===== src/rtl/vga_capture_if.sv =====
// Pin-level bundle between a VGA source and the capture block: sync/colour
// pins in, frame-buffer write port and lock status out.
interface vga_capture_if #(
  parameter int unsigned ADDR_W = 19
);
  logic              iHsync;
  logic              iVsync;
  logic [3:0]        iR;
  logic [3:0]        iG;
  logic [3:0]        iB;
  logic              oWrEn;
  logic [ADDR_W-1:0] oAddr;
  logic [11:0]       oPixel;
  logic              oFrameStart;
  logic              oLocked;
  logic [7:0]        oErrCnt;

  // The VGA source (or a bench) drives the pins and observes the write port.
  modport master (
    output iHsync, iVsync, iR, iG, iB,
    input  oWrEn, oAddr, oPixel, oFrameStart, oLocked, oErrCnt
  );

  modport slave (
    input  iHsync, iVsync, iR, iG, iB,
    output oWrEn, oAddr, oPixel, oFrameStart, oLocked, oErrCnt
  );
endinterface


===== src/rtl/vga_capture.sv =====
// VGA receive stage: rebuilds H/V position from sync edges, qualifies the
// timing with a lock FSM and, once locked, writes each active pixel to memory.
module vga_capture #(
  parameter int unsigned H_TOTAL     = 800,
  parameter int unsigned V_TOTAL     = 525,
  parameter int unsigned H_ACT_START = 144,
  parameter int unsigned H_ACT       = 640,
  parameter int unsigned V_ACT_START = 35,
  parameter int unsigned V_ACT       = 480,
  parameter int unsigned ADDR_W      = 19
) (
  input  logic          iClk,
  input  logic          iRst_n,
  vga_capture_if.slave  bus
);

  localparam logic [11:0] CNT_MAX = 12'hFFF;
  localparam logic [11:0] H_LAST  = 12'(H_TOTAL - 1);
  localparam logic [11:0] V_LAST  = 12'(V_TOTAL - 1);
  localparam logic [11:0] H_TMO   = 12'(2 * H_TOTAL);
  localparam logic [11:0] H_A0    = 12'(H_ACT_START);
  localparam logic [11:0] H_A1    = 12'(H_ACT_START + H_ACT - 1);
  localparam logic [11:0] V_A0    = 12'(V_ACT_START);
  localparam logic [11:0] V_A1    = 12'(V_ACT_START + V_ACT - 1);
  localparam logic [ADDR_W-1:0] ADDR_MAX = ADDR_W'(H_ACT * V_ACT - 1);

  typedef enum logic [1:0] {
    SEARCH,
    ACQUIRE,
    LOCKED
  } state_e;

  // Input register stage
  logic        hsync_q, vsync_q;
  logic        hsync_prev_q, vsync_prev_q;
  logic [11:0] rgb_q;

  // NOTE: every sequential element uses <= so all flops sample pre-edge values
  // together; a blocking = here would let hsync_prev_q see this cycle's hsync_q.
  always_ff @(posedge iClk or negedge iRst_n) begin
    if (!iRst_n) begin
      hsync_q      <= 1'b0;
      vsync_q      <= 1'b0;
      hsync_prev_q <= 1'b0;
      vsync_prev_q <= 1'b0;
      rgb_q        <= '0;
    end else begin
      hsync_q      <= bus.iHsync;
      vsync_q      <= bus.iVsync;
      hsync_prev_q <= hsync_q;
      vsync_prev_q <= vsync_q;
      rgb_q        <= {bus.iB, bus.iG, bus.iR};
    end
  end

  logic h_rise, v_rise;
  assign h_rise = hsync_q & ~hsync_prev_q;
  assign v_rise = vsync_q & ~vsync_prev_q;

  // Position counters and timing checks
  logic [11:0] h_cnt_q, h_cnt_d;
  logic [11:0] v_cnt_q, v_cnt_d;
  logic        line_bad, frame_bad, v_orphan, timeout;
  logic        err_event;
  state_e      state_q, state_d;

  // h_cnt_d/v_cnt_d are the coordinates of the sample now sitting in rgb_q:
  // the h_rise sample is HCount 0, so the registered count lags by one.
  always_comb begin
    h_cnt_d = h_cnt_q;
    v_cnt_d = v_cnt_q;
    if (h_rise) begin
      h_cnt_d = '0;
      if (v_rise) begin
        v_cnt_d = '0;
      end else if (v_cnt_q != CNT_MAX) begin
        v_cnt_d = v_cnt_q + 12'd1;
      end
    end else if (h_cnt_q != CNT_MAX) begin
      h_cnt_d = h_cnt_q + 12'd1;
    end
  end

  assign line_bad  = h_rise & (h_cnt_q != H_LAST);
  assign frame_bad = v_rise & (v_cnt_q != V_LAST);
  assign v_orphan  = v_rise & ~h_rise;
  // Fires exactly once per missing-sync stretch, as h_cnt passes 2*H_TOTAL.
  assign timeout   = ~h_rise & (h_cnt_d == H_TMO) & (h_cnt_q != H_TMO);
  assign err_event = (state_q != SEARCH) &
                     (line_bad | frame_bad | v_orphan | timeout);

  // Lock FSM next state; an error beats a simultaneous v_rise.
  always_comb begin
    state_d = state_q;
    case (state_q)
      SEARCH: begin
        if (v_rise) state_d = ACQUIRE;
      end
      ACQUIRE: begin
        if (err_event)   state_d = SEARCH;
        else if (v_rise) state_d = LOCKED;
      end
      LOCKED: begin
        if (err_event) state_d = SEARCH;
      end
      default: state_d = SEARCH;
    endcase
  end

  // Write path decisions
  logic              lock_d;
  logic              active;
  logic              wr_d;
  logic              frame_start_d;
  logic [ADDR_W-1:0] addr_q, addr_d;
  logic [7:0]        err_cnt_q, err_cnt_d;

  assign lock_d        = (state_d == LOCKED);
  assign active        = (h_cnt_d >= H_A0) && (h_cnt_d <= H_A1) &&
                         (v_cnt_d >= V_A0) && (v_cnt_d <= V_A1);
  assign wr_d          = lock_d & active;
  assign frame_start_d = lock_d & v_rise;

  // NOTE: combinational blocks assign every output a default first, so no
  // path leaves a value unassigned and no latch is inferred.
  always_comb begin
    addr_d = addr_q;
    if (frame_start_d) begin
      addr_d = '0;
    end else if (wr_d && (addr_q != ADDR_MAX)) begin
      addr_d = addr_q + 1'b1;
    end
  end

  always_comb begin
    err_cnt_d = err_cnt_q;
    if ((state_q == LOCKED) && err_event && (err_cnt_q != 8'hFF)) begin
      err_cnt_d = err_cnt_q + 8'd1;
    end
  end

  always_ff @(posedge iClk or negedge iRst_n) begin
    if (!iRst_n) begin
      state_q   <= SEARCH;
      h_cnt_q   <= '0;
      v_cnt_q   <= '0;
      addr_q    <= '0;
      err_cnt_q <= '0;
    end else begin
      state_q   <= state_d;
      h_cnt_q   <= h_cnt_d;
      v_cnt_q   <= v_cnt_d;
      addr_q    <= addr_d;
      err_cnt_q <= err_cnt_d;
    end
  end

  // Registered output port; address and pixel hold between writes.
  logic              wr_en_q;
  logic [ADDR_W-1:0] addr_out_q;
  logic [11:0]       pixel_q;
  logic              frame_start_q;

  always_ff @(posedge iClk or negedge iRst_n) begin
    if (!iRst_n) begin
      wr_en_q       <= 1'b0;
      addr_out_q    <= '0;
      pixel_q       <= '0;
      frame_start_q <= 1'b0;
    end else begin
      wr_en_q       <= wr_d;
      frame_start_q <= frame_start_d;
      if (wr_d) begin
        addr_out_q <= addr_q;
        pixel_q    <= rgb_q;
      end
    end
  end

  assign bus.oWrEn       = wr_en_q;
  assign bus.oAddr       = addr_out_q;
  assign bus.oPixel      = pixel_q;
  assign bus.oFrameStart = frame_start_q;
  assign bus.oLocked     = (state_q == LOCKED);
  assign bus.oErrCnt     = err_cnt_q;

endmodule


===== src/flat_wrapper.sv =====
// flat-port wrapper written by rule: the top's interface ports become plain ports
module vga_capture_flat 
#(
  parameter int unsigned H_TOTAL     = 800,
  parameter int unsigned V_TOTAL     = 525,
  parameter int unsigned H_ACT_START = 144,
  parameter int unsigned H_ACT       = 640,
  parameter int unsigned V_ACT_START = 35,
  parameter int unsigned V_ACT       = 480,
  parameter int unsigned ADDR_W      = 19
)
  (iClk, iRst_n, bus_iHsync, bus_iVsync, bus_iR, bus_iG, bus_iB, bus_oWrEn, bus_oAddr, bus_oPixel, bus_oFrameStart, bus_oLocked, bus_oErrCnt);
  vga_capture_if #(.ADDR_W(ADDR_W)) bus_i ();
  input  logic iClk;
  input  logic iRst_n;
  input wire logic [$bits(bus_i.iHsync)-1:0] bus_iHsync;
  input wire logic [$bits(bus_i.iVsync)-1:0] bus_iVsync;
  input wire logic [$bits(bus_i.iR)-1:0] bus_iR;
  input wire logic [$bits(bus_i.iG)-1:0] bus_iG;
  input wire logic [$bits(bus_i.iB)-1:0] bus_iB;
  output wire logic [$bits(bus_i.oWrEn)-1:0] bus_oWrEn;
  output wire logic [$bits(bus_i.oAddr)-1:0] bus_oAddr;
  output wire logic [$bits(bus_i.oPixel)-1:0] bus_oPixel;
  output wire logic [$bits(bus_i.oFrameStart)-1:0] bus_oFrameStart;
  output wire logic [$bits(bus_i.oLocked)-1:0] bus_oLocked;
  output wire logic [$bits(bus_i.oErrCnt)-1:0] bus_oErrCnt;
  assign bus_i.iHsync = bus_iHsync;
  assign bus_i.iVsync = bus_iVsync;
  assign bus_i.iR = bus_iR;
  assign bus_i.iG = bus_iG;
  assign bus_i.iB = bus_iB;
  assign bus_oWrEn = bus_i.oWrEn;
  assign bus_oAddr = bus_i.oAddr;
  assign bus_oPixel = bus_i.oPixel;
  assign bus_oFrameStart = bus_i.oFrameStart;
  assign bus_oLocked = bus_i.oLocked;
  assign bus_oErrCnt = bus_i.oErrCnt;
  vga_capture #(.H_TOTAL(H_TOTAL), .V_TOTAL(V_TOTAL), .H_ACT_START(H_ACT_START), .H_ACT(H_ACT), .V_ACT_START(V_ACT_START), .V_ACT(V_ACT), .ADDR_W(ADDR_W)) u_core (.iClk(iClk), .iRst_n(iRst_n), .bus(bus_i));
endmodule

===== config.mk =====
export PLATFORM = sky130hd
export DESIGN_NAME = vga_capture_flat
export DESIGN_NICKNAME = d
export VERILOG_FILES = /design/src/rtl/vga_capture_if.sv /design/src/rtl/vga_capture.sv /design/src/flat_wrapper.sv
export SDC_FILE = /design/constraint.sdc
export NUM_CORES = 1
export LEC_CHECK = 0
export BUFFER_PORTS_ARGS = -buffer_cell sky130_fd_sc_hd__buf_2
export CAP_MARGIN = 20
export CORE_ASPECT_RATIO = 1.5
export CORE_MARGIN = 10
export CORE_UTILIZATION = 40
export CTS_CLUSTER_DIAMETER = 80
export DETAILED_ROUTE_END_ITERATION = 10
export PLACE_DENSITY = 0.58
export SLEW_MARGIN = 20
export SYNTH_ARGS = -nofsm -noshare
export SYNTH_HDL_FRONTEND = slang
export SYNTH_SLANG_ARGS = --single-unit

===== constraint.sdc =====
create_clock -name iClk -period 3.5 [get_ports iClk]
set_clock_uncertainty 0.2 [all_clocks]
set_input_delay 0.7 -clock iClk [delete_from_list [all_inputs] [get_ports iClk]]
set_output_delay 0.7 -clock iClk [all_outputs]
set_load 0.02 [all_outputs]

==> results.ini, run 1 <==
[placed_design]
dp_hpwl_microns=8870
place_congestion=0.902
port_buffers=57

[setup_path]
cp.required_ns=3.53
r2r_end=u_core.bus.oAddr[0]
crit_type=reg2reg
reg2reg_from=u_core.v_cnt_q[0]
r2r_cells=10
crit_path_max_incr_delay_ns=0.43
worstSetupEndpointType=register
path_max_fanout=14
cpMaxStageDelayCell=dfrtp_1
rrSetupSlack_ns=0.12
start_kind=register
worst_ep_arrival_time_ns=3.41
path_cells=ha_1 > and3_4 > a31o_4 > o221a_1 > or3_4 > nor4_4 > o211a_4 > and2_4 > buf_12 > mux2_1

[yosys]
synth_cell_types=65
synth_largest_area_cell=dfrtp_1
syn_inst=476
synth_fp_nets=498
netlist_area_sq_mm=0.00524
ys_seq_area_share_pct=48.7
synth_flop_cell=dfrtp_1
synth.top_cell.area_share_pct=48.7
synth_edf_count=0
ys_ff_latch=102
yosysWarnings=0
async_flop_share_pct=100
synth.area.top_cells=dfrtp_1, mux2_4, nor2_1
synth_area_per_cell_sq_um=11.0

[cts]
clock_latency_ns=0.34
htree_levels=3
cts.sinks=102
clk_pin_slew_worst_paths_ns=0.07
cts_hold_buffers=0
cts_max_path_buffers=2
cts_buffers=9
cts_tree=yes
root_buffer=clkbuf_16

[finish]
mostFrequentLayoutCell=dfrtp_1
fin_util_pct=47.2
fillers=1220
layout_common_cells=dfrtp_1, buf_2, nor2_1
fin_nets=563
drive_gt1_share_pct=26.2
areaGrowthSynthToFinish_pct=16.2
diodes=0

[floorplanning]
die-area_sq_mm=0.0182
core_area_sq_mm=0.0129
pin_count=58
die_height_microns=160
rows=51
die_w_microns=113
initial_core_util_pct=40.6

[detailed_routing]
final_antenna_net_count=0
drcViolationCount=0
drt_iter0_markers=260
vias_per_cell=5.52
first_pass_iters=5
dr_total_vias=3889
wire_per_inst_microns=17.2
routed_wl_microns=12200

[worst_hold_path]
min_path_type=in2async

[pwr]
ir_drop_v=0.000227
p_total_mw=2.70
p_leak_nw=2.84
cellPowerDensity_mw_per_mm2=444

[sta]
worst_slew_pin_slew_ns=0.777
tns_ns=0
finalHoldViolations=0
drv_slew=0
rsz0062_at_grt=no
fin_crit_sh_pct=96.5
relSlewSlack_pct=48.2
achievable-frequency_ghz=0.296
finalSetupViolations=0
period_needed_ns=3.38

[global_route]
grt-ovfl-total=0
first_global_vias=4173
grt_usage_pct=13.6
grt_max_degree=59
grt_pass1_wl_microns=20700
antenna_found_initial=0

[run_status]
outcome=finished, final reports clean

[flow_run]
drv_cap=0

area by class of cell:
cell class | count | area (sq um) | share of cell area, %
multi-input cells | 329 | 2430 | 40.0
inverters | 18 | 71.3 | 1.17
clock buffers | 10 | 229 | 3.76
well taps | 159 | 199 | 3.27
repair buffers | 81 | 531 | 8.72
clock inverters | 6 | 70.1 | 1.15
flip-flops and latches | 102 | 2550 | 41.9
critical path, delay by kind of cell, from the launching register on:
kind	cells	cell delay, ns
muxes	1	0.33
and+or+nand+nor	4	1.08
adders and majority gates	1	0.31
AOI/OAI and AO/OA	3	0.74
DFF	1	0.43
buffers and inverters	1	0.17
per-layer routing:
metal  track usage [%]  vias to the layer above  wire length (microns)
met3              2.55                       22                    430
met4              5.09                        0                    269
met2              24.4                       93                   6530
met1              15.5                     1916                   4930
met5                 0                        -                      0
li1                  -                     1858                      -
power by group:
| part | total (mW) | internal (mW) | switching [mW] |
|---|---|---|---|
| logic | 0.348 | 0.145 | 0.204 |
| registers | 1.33 | 1.24 | 0.0915 |
| clock network | 1.02 | 0.562 | 0.457 |
sequential cells by signal (all words and copies together), names as in the netlist:
register,flops
u_core.addr_q,19
u_core.bus.oAddr,19
u_core.bus.oPixel,12
u_core.h_cnt_q,12
u_core.rgb_q,12
u_core.v_cnt_q,12
u_core.bus.oErrCnt,8
u_core.state_q,2
u_core.bus.oFrameStart,1
u_core.bus.oWrEn,1
u_core.hsync_prev_q,1
u_core.hsync_q,1
u_core.vsync_prev_q,1
u_core.vsync_q,1
kinds of logic (layout without fill, tap and decap cells):
family	count (synthesis)	after routing	share of synthesized area (%)
buf+inv	45	115	5.16
simple gates	193	193	20.7
xor+xnor	14	14	2.34
mux	44	44	11.4
flops	102	102	48.7
fa+ha+maj	6	6	1.43
compound gates	72	72	10.2
repair_timing:
action                     CTS  global route
buffers inserted             0             2
setup endpoints to repair    0             9
gates resized for setup      0             5
stage by stage:
stage / cell area (sq um) / cells / setup slack [ns] / hold slack (ns)
2_1_floorplan: 5240 / 476 / 0.135 / 0.200
3_3_place_gp: 5740 / 687 / 0.152 / 0.228
3_5_place_dp: 5740 / 687 / 0.139 / 0.235
4_1_cts: 6030 / 703 / 0.118 / 0.247
5_1_grt: 6080 / 705 / 0.00626 / 0.240
6_report: 6080 / 705 / 0.123 / 0.246
worst max path at each step:
stage,startpoint,endpoint,depth (start not counted)
after floorplan,u_core.v_cnt_q[0],u_core.bus.oAddr[10],12
after global placement,u_core.vsync_q,u_core.bus.oAddr[0],10
after detailed placement,u_core.v_cnt_q[0],u_core.bus.oAddr[0],10
after CTS,u_core.v_cnt_q[0],u_core.bus.oAddr[0],10
after global routing,u_core.v_cnt_q[1],u_core.addr_q[7],10
final,u_core.v_cnt_q[0],u_core.bus.oAddr[0],10
synth_stat cells (10+ instances only):
cell / n
nand3_1: 22
inv_1: 17
dfrtp_1: 102
nand2_1: 32
xnor2_1: 12
and3_1: 10
nand2b_1: 12
o21ai_1: 11
nor2_1: 33
or3_1: 12
mux2_4: 30
nor3_1: 14
clkbuf_1: 11
mux2i_1: 11
a21oi_1: 19
nand4_1: 19
Note: power is estimated with default switching activity, not from simulation.
==> run 2: changes to the inputs <==
--- a/config.mk
+++ b/config.mk
@@ -7,12 +7,14 @@
 export LEC_CHECK = 0
 export BUFFER_PORTS_ARGS = -buffer_cell sky130_fd_sc_hd__buf_2
 export CAP_MARGIN = 20
+export CELL_PAD_IN_SITES_DETAIL_PLACEMENT = 2
+export CELL_PAD_IN_SITES_GLOBAL_PLACEMENT = 2
 export CORE_ASPECT_RATIO = 1.5
 export CORE_MARGIN = 10
-export CORE_UTILIZATION = 40
+export CORE_UTILIZATION = 35
 export CTS_CLUSTER_DIAMETER = 80
 export DETAILED_ROUTE_END_ITERATION = 10
-export PLACE_DENSITY = 0.58
+export PLACE_DENSITY = 0.74
 export SLEW_MARGIN = 20
 export SYNTH_ARGS = -nofsm -noshare
 export SYNTH_HDL_FRONTEND = slang
==> run 2 against run 1 <==
  * Sequential share of layout area shrank 1.0 points
  * Worst hold slack lost 0.0086 ns
  * Highest routed layer unchanged
  * Largest cell class unchanged
  * Cell count grew 7.5%
  * Die area grew 12%
  * Fmax shrank 0.75%
  * Critical path depth shrank 2
  * Largest power group unchanged
  * Global-route usage grew 1.7 points
  * Clock-buffer cell count shrank 1
  * Cell area grew 2.6%
  * Sequential power is essentially flat
==> results.ini, run 2 (synthesis results as in run 1) <==
[detailed_routing]
vias_per_cell=5.41
top_layer_used=met4
routed_wl_microns=15500
drcViolationCount=0
first_pass_iters=4
wire_per_inst_microns=20.4
final_antenna_net_count=0
routed-wl-met3_microns=309
drt-met1-wl_microns=6190
drt_iter0_markers=87
wl_met2_microns=8720
dr_total_vias=4100

[placed_design]
place_congestion=0.885
port_buffers=57
dp_hpwl_microns=10800
pre_cts_slack_ns=-0.0449
dpl_cell_area_sq_mm=0.00585

[setup_path]
start_kind=register
rrSetupSlack_ns=0.1
worstSetupEndpointType=register
cp.required_ns=3.53
path_cells=nand2b_1 > nor4_1 > a211oi_1 > or3_4 > nor4_4 > o211a_4 > and2_4 > mux2_4
worst_ep_arrival_time_ns=3.43
crit_path_max_incr_delay_ns=0.47
r2r_cells=8
reg2reg_from=u_core.hsync_q
crit_type=reg2reg
cpMaxStageDelayCell=nor4_1
r2r_end=u_core.bus.oAddr[3]
path_max_fanout=15

[finish]
fin_util_pct=42.8
final_area_sq_mm=0.00624
drive_gt1_share_pct=29.0
areaGrowthSynthToFinish_pct=19.2
fin_nets=579
layout_common_cells=dfrtp_1, buf_2, buf_4
mostFrequentLayoutCell=dfrtp_1
diodes=0

[flow_run]
drv_cap=0

[cts]
clock_latency_ns=0.35
cts_max_path_buffers=2
clk_pin_slew_worst_paths_ns=0.08
cts_buffers=9
cts.sinks=102
cts_hold_buffers=0
cts_tree=yes
root_buffer=clkbuf_16
htree_levels=3

[sta]
finalSetupViolations=0
worst_slew_pin_slew_ns=0.802
setup_ws_ns=0.0978
fin_crit_sh_pct=97.2
holdWs_ns=0.238
relSlewSlack_pct=46.5
achievable-frequency_ghz=0.294
period_needed_ns=3.40
drv_slew=0
finalHoldViolations=0

[global_route]
first_global_vias=4674
antenna_found_initial=0
grt_pass1_wl_microns=25500
grt-ovfl-total=0
grt_max_degree=59
grt_usage_pct=15.3

[floorplanning]
die_w_microns=120
rows=54
initial_core_util_pct=35.9
die-area_sq_mm=0.0204
pin_count=58
die_height_microns=170
core_area_sq_mm=0.0146

[pwr]
p_leak_nw=2.92
ir_drop_v=0.000205
cellPowerDensity_mw_per_mm2=442
p_total_mw=2.76

[run_status]
outcome=finished, final reports clean

[worst_hold_path]
min_path_type=in2async

run 2: per-layer routing:
metal | up-vias | GRT usage [%]
li1 | 1885 | -
met4 | 0 | 4.63
met2 | 37 | 29.4
met5 | - | 0
met1 | 2163 | 16.8
met3 | 15 | 2.30
run 2: through the flow:
stage / instances / TNS (ns)
after CTS: 753 / 0
final: 758 / 0
after global placement: 736 / 0
after detailed placement: 736 / -0.575
after floorplan: 476 / 0
after global routing: 758 / -0.0195
run 2: worst max path at each step:
stage,startpoint,endpoint,slack [ns],depth (start not counted)
3_3_place_gp,u_core.v_cnt_q[0],u_core.bus.oAddr[0],0.05,9
3_5_place_dp,u_core.v_cnt_q[0],u_core.bus.oAddr[0],-0.04,9
2_1_floorplan,u_core.v_cnt_q[0],u_core.bus.oAddr[10],0.14,12
6_report,u_core.hsync_q,u_core.bus.oAddr[3],0.1,8
5_1_grt,u_core.h_cnt_q[2],u_core.addr_q[10],-0.01,9
4_1_cts,u_core.h_cnt_q[0],u_core.addr_q[10],0.003,10
run 2: worst max-delay path: cells and delay by family (launching register included):
family             cells  cell delay [ns]
and+or+nand+nor        5             1.87
AOI/OAI and AO/OA      2             0.41
DFF                    1             0.46
muxes                  1             0.33
run 2: final cells by class:
| class | instances | area, sq um |
|---|---|---|
| fillers | 1607 | 8350 |
| flip-flops and latches | 102 | 2550 |
| multi-input cells | 330 | 2440 |
| repair buffers | 96 | 643 |
| well taps | 196 | 245 |
| clock buffers | 9 | 225 |
| inverters | 18 | 71.3 |
| clock inverters | 7 | 62.6 |
run 2: timing repair:
action	CTS	global route
pin swaps	0	1
buffers inserted	0	5
gates resized for setup	4	5
cloned	1	0
endpoints found under the setup margin	33	55
run 2: power by group:
group	internal [mW]	total (mW)	leakage, nW	switching [mW]
registers	1.24	1.32	1.37	0.0857
clock network	0.500	1.00	0.144	0.504
logic	0.185	0.432	1.40	0.248
